--- src/rtl/sae_min_search.sv ---
// sae_min_search: raster-order minimum-SAE tracker for the motion-search window.
// Consumes SEARCH_W*SEARCH_H SAE values per search and reports the first
// minimum in raster order, with a one-cycle done pulse.
// Optional feature macro: SAE_ZERO_EXIT_EN (a zero SAE ends the search early).
module sae_min_search #(
    parameter int unsigned SEARCH_W  = 3,
    parameter int unsigned SEARCH_H  = 3,
    parameter int unsigned SAE_WIDTH = 10,
    parameter int unsigned IDX_WIDTH = 4
) (
    input  logic                 i_clk,
    input  logic                 i_rst,
    input  logic                 i_start,
    input  logic                 i_valid,
    input  logic [SAE_WIDTH-1:0] i_sae,
    output logic                 o_busy,
    output logic                 o_done,
    output logic [SAE_WIDTH-1:0] o_best_sae,
    output logic [IDX_WIDTH-1:0] o_best_x,
    output logic [IDX_WIDTH-1:0] o_best_y
);

    localparam logic [IDX_WIDTH-1:0] X_LAST  = IDX_WIDTH'(SEARCH_W - 1);
    localparam logic [IDX_WIDTH-1:0] Y_LAST  = IDX_WIDTH'(SEARCH_H - 1);
    localparam logic [SAE_WIDTH-1:0] SAE_MAX = '1;

    typedef enum logic [1:0] {
        IDLE = 2'd0,
        SCAN = 2'd1,
        DONE = 2'd2
    } state_t;

    state_t               state;
    state_t               state_nxt;
    logic [IDX_WIDTH-1:0] x_cnt;
    logic [IDX_WIDTH-1:0] y_cnt;
    logic [IDX_WIDTH-1:0] x_nxt;
    logic [IDX_WIDTH-1:0] y_nxt;
    logic [IDX_WIDTH-1:0] best_x_nxt;
    logic [IDX_WIDTH-1:0] best_y_nxt;
    logic [SAE_WIDTH-1:0] best_sae_nxt;
    logic                 busy_nxt;
    logic                 done_nxt;
    logic                 first_pos;
    logic                 last_pos;
    logic                 zero_hit;

    // First candidate forces a load so a genuine all-ones SAE is still recorded
    assign first_pos = (x_cnt == '0) && (y_cnt == '0);
    assign last_pos  = (x_cnt == X_LAST) && (y_cnt == Y_LAST);

`ifdef SAE_ZERO_EXIT_EN
    // A perfect match cannot be beaten, so end the search on it
    assign zero_hit = (i_sae == '0);
`else
    assign zero_hit = 1'b0;
`endif

    // State register
    always_ff @(posedge i_clk) begin
        if (i_rst) begin
            state <= IDLE;
        end else begin
            state <= state_nxt;
        end
    end

    // Next-state, counter and best-candidate update logic
    always_comb begin
        state_nxt    = state;
        x_nxt        = x_cnt;
        y_nxt        = y_cnt;
        best_sae_nxt = o_best_sae;
        best_x_nxt   = o_best_x;
        best_y_nxt   = o_best_y;
        busy_nxt     = 1'b0;
        done_nxt     = 1'b0;

        case (state)
            IDLE: begin
                if (i_start) begin
                    state_nxt    = SCAN;
                    x_nxt        = '0;
                    y_nxt        = '0;
                    best_sae_nxt = SAE_MAX;
                    best_x_nxt   = '0;
                    best_y_nxt   = '0;
                end
            end
            SCAN: begin
                if (i_valid) begin
                    if (first_pos || (i_sae < o_best_sae)) begin
                        best_sae_nxt = i_sae;
                        best_x_nxt   = x_cnt;
                        best_y_nxt   = y_cnt;
                    end
                    if (last_pos || zero_hit) begin
                        state_nxt = DONE;
                    end else if (x_cnt == X_LAST) begin
                        x_nxt = '0;
                        y_nxt = y_cnt + IDX_WIDTH'(1);
                    end else begin
                        x_nxt = x_cnt + IDX_WIDTH'(1);
                    end
                end
            end
            DONE: begin
                state_nxt = IDLE;
            end
            default: begin
                state_nxt = IDLE;
            end
        endcase

        busy_nxt = (state_nxt == SCAN);
        done_nxt = (state_nxt == DONE);
    end

    // Datapath and registered outputs
    always_ff @(posedge i_clk) begin
        if (i_rst) begin
            x_cnt      <= '0;
            y_cnt      <= '0;
            o_busy     <= 1'b0;
            o_done     <= 1'b0;
            o_best_sae <= SAE_MAX;
            o_best_x   <= '0;
            o_best_y   <= '0;
        end else begin
            x_cnt      <= x_nxt;
            y_cnt      <= y_nxt;
            o_busy     <= busy_nxt;
            o_done     <= done_nxt;
            o_best_sae <= best_sae_nxt;
            o_best_x   <= best_x_nxt;
            o_best_y   <= best_y_nxt;
        end
    end

endmodule

--- config.mk ---
export PLATFORM = sky130hd
export DESIGN_NAME = sae_min_search
export DESIGN_NICKNAME = d
export VERILOG_FILES = /design/src/rtl/sae_min_search.sv
export SDC_FILE = /design/constraint.sdc
export NUM_CORES = 1
export LEC_CHECK = 0
export CORE_MARGIN = 5
export CORE_UTILIZATION = 50
export DETAILED_ROUTE_END_ITERATION = 16
export GPL_TIMING_DRIVEN = 0
export PLACE_DENSITY = 0.77
export SYNTH_ARGS = -nofsm -noshare
export SYNTH_HDL_FRONTEND = slang
export SYNTH_SLANG_ARGS = --single-unit
--- constraint.sdc ---
create_clock -name i_clk -period 2.9 [get_ports i_clk]
set_clock_uncertainty 0.2 [all_clocks]
set_input_delay 0.29 -clock i_clk [delete_from_list [all_inputs] [get_ports i_clk]]
set_output_delay 0.29 -clock i_clk [all_outputs]
set_load 0.01 [all_outputs]
==> out/metrics.yaml <==
setup_path:
  cp-start-kind: "register"
  cp.arrival_ps: 2380
  crit_type: "reg2reg"
  crit_fanout: 10
  critPathCaptureType: "register"
  critPathRequiredTime_ps: 2960
die:
  core_area_um2: 3080
  die_h_um: 66.8
  initial_core_util_pct: 52.3
  die-area_um2: 4460
  die_x_um: 66.8
  top_level_ports: 34
  placementRows: 20
sta:
  rsz0062_at_grt: "false"
  timing.final.crit_share_pct: 79.8
  slew_viol_final: 0
  tns_ps: 0
  worst_pin_slew_ps: 640
  final-hold-violation-count: 0
  whs_ps: 281
  finalCriticalPeriod_ps: 2310
  relSlewSlack_pct: 57.2
  fmax_ghz: 0.432
  timing.final.ws_setup_ps: 586
  setup_viol: 0
placement:
  dpl_cell_area_um2: 2000
  gp_congestion: 0.857
  dp_cells: 256
  port_buffers: 33
  post-place-ws_ps: 245
  dp_hpwl_um: 2740
synthesis:
  synth_flop_cell: "dfxtp_1"
  syn_avg_cell_area_um2: 9.00
  syn_inst: 179
  yosys_warnings: 0
  ys_seq_elements: 30
  syn-cell-area_um2: 1610
  synth_edf_count: 0
  seq_area_frac_synth_pct: 37.3
  synthArstFlopShare_pct: 0
  synthDistinctLibCells: 36
  syn_nets: 205
finish:
  diodes: 0
  stdcell_area_um2: 2110
  nets: 245
  instances_no_fill: 264
  regArea_um2: 601
  syn_to_final_growth_pct: 30.8
  fillers: 267
  drive_above_1_share_pct: 7.27
  post-route-util_pct: 68.5
  multi_input_area_um2: 900
route:
  met2_length_um: 1860
  wl_met1_um: 1470
  vias: 1370
  drc: 0
  wire_per_inst_um: 13.5
  top_layer: "met4"
  routed_via_density: 5.19
  drt_iter0_drc: 57
  met3WireLength_um: 167
  firstDrtPassIters: 4
  wl_um: 3560
  antenna_left: 0
global_route:
  grt_max_degree: 11
  grt_usage_pct: 18.4
  grt_overflow: 0
  grt_pass1_vias: 1407
  grt_pass1_wl_um: 6130
  antenna_found_initial: 0
power_and_ir_drop:
  vdd_ir_drop_max_mv: 0.378
  p_leak_nw: 0.934
  p_total_mw: 1.01
  p_per_area_nw_per_um2: 481
hold_path:
  hold_class: "reg2reg"
clock_tree:
  worstSkewPairLatency_ps: 340
  root_buffer: "clkbuf_4"
  cts_buffers: 5
  cts_hold_buffers: 0
  clkSlewWorstSetupHoldPaths_ps: 100
  cts_buffer_depth: 2
  cts.htree.levels: 2
  cts_sinks: 30
  post_cts_buffers: 0
  cts_tree: "yes"
  cts_resized: 0
job:
  maxCapViolations: 0
run_status:
  status: "finished clean"
## Yosys cell counts (2+ instances only)
cell type   n  area (um^2)
nand3_1     3         15.0
nand2b_1   11         68.8
o31ai_1     2         15.0
o21a_1      2         15.0
and2_1      2         12.5
or3_1       2         12.5
inv_1      15         56.3
a21oi_1     7         35.0
nand2_1    12         45.0
nor2_1     28          105
clkbuf_1    6         22.5
dfxtp_1    30          601
nand4_1     4         25.0
mux2i_1    21          210
ha_1       12          150
a2111oi_0   2         17.5
## routing by layer
layer  up-vias  GRT usage, %
li1        692             -
met3         6          6.91
met1       641          19.2
met5         -             0
met2        31          32.8
met4         0          7.61
## worst paths after layout
kind	startpoint	end	slack, ps	cells past startpoint
worst max-delay path	o_best_sae[3]	o_best_sae[5]	590	8
worst min-delay path	o_best_y[3]	o_best_y[3]	280	2
worst max register to register	o_best_sae[3]	o_best_sae[5]	590	8
worst min register to register	o_best_y[3]	o_best_y[3]	280	2
## power breakdown
group          total, mW  internal (mW)  switching, mW  leakage (nW)
Sequential         0.430          0.421        0.00899         0.244
Combinational      0.138         0.0698         0.0681         0.632
Clock              0.445          0.292          0.153        0.0585
## logic make-up after synthesis
logic type | synth area share, %
fa+ha+maj | 9.32
simple gates | 21.1
buf+inv | 6.84
compound gates | 11.8
xor+xnor | 0.544
mux | 13.1
flops | 37.3
## layout make-up
cell class                 count  area share, %
sequential                    30           28.5
clock buffer                   6           2.43
clock inverter                 2           2.85
inverter                      15           2.67
multi-input combinational    126           42.7
buffer                         8           2.55
tap                           44           2.61
timing repair buffer          33           15.7
## flip-flops by register name (all words and copies together) (netlist names)
| signal | count |
|---|---|
| x_cnt | 4 |
| state | 2 |
| o_busy | 1 |
| o_done | 1 |
| y_cnt | 4 |
| o_best_sae | 10 |
| o_best_y | 4 |
| o_best_x | 4 |
## critical path, cell delays in order, from the launching register on
cell	delay, ps
dfxtp_1	390
inv_1	70
ha_1	300
nand4_1	100
o221a_2	290
o311ai_1	320
buf_6	220
buf_12	160
mux2i_1	200
## layout by cell type (no fill, tap or decap), drive strengths merged, types with 2 or more instances in the layout
cell,synthesis,layout
mux2i,21,21
nand2b,11,11
o211ai,2,2
a2111oi,2,2
nand3,3,3
clkdlybuf4s50,0,33
a21oi,7,7
inv,15,15
o31ai,2,2
clkbuf,6,12
bufinv,0,2
nor2,29,29
nand4,4,4
o41ai,2,2
dfxtp,30,30
and2,2,2
o21a,2,2
ha,12,12
or3,2,2
buf,2,2
nand2,12,12
No activity file was read; power rests on OpenSTA's default activity.
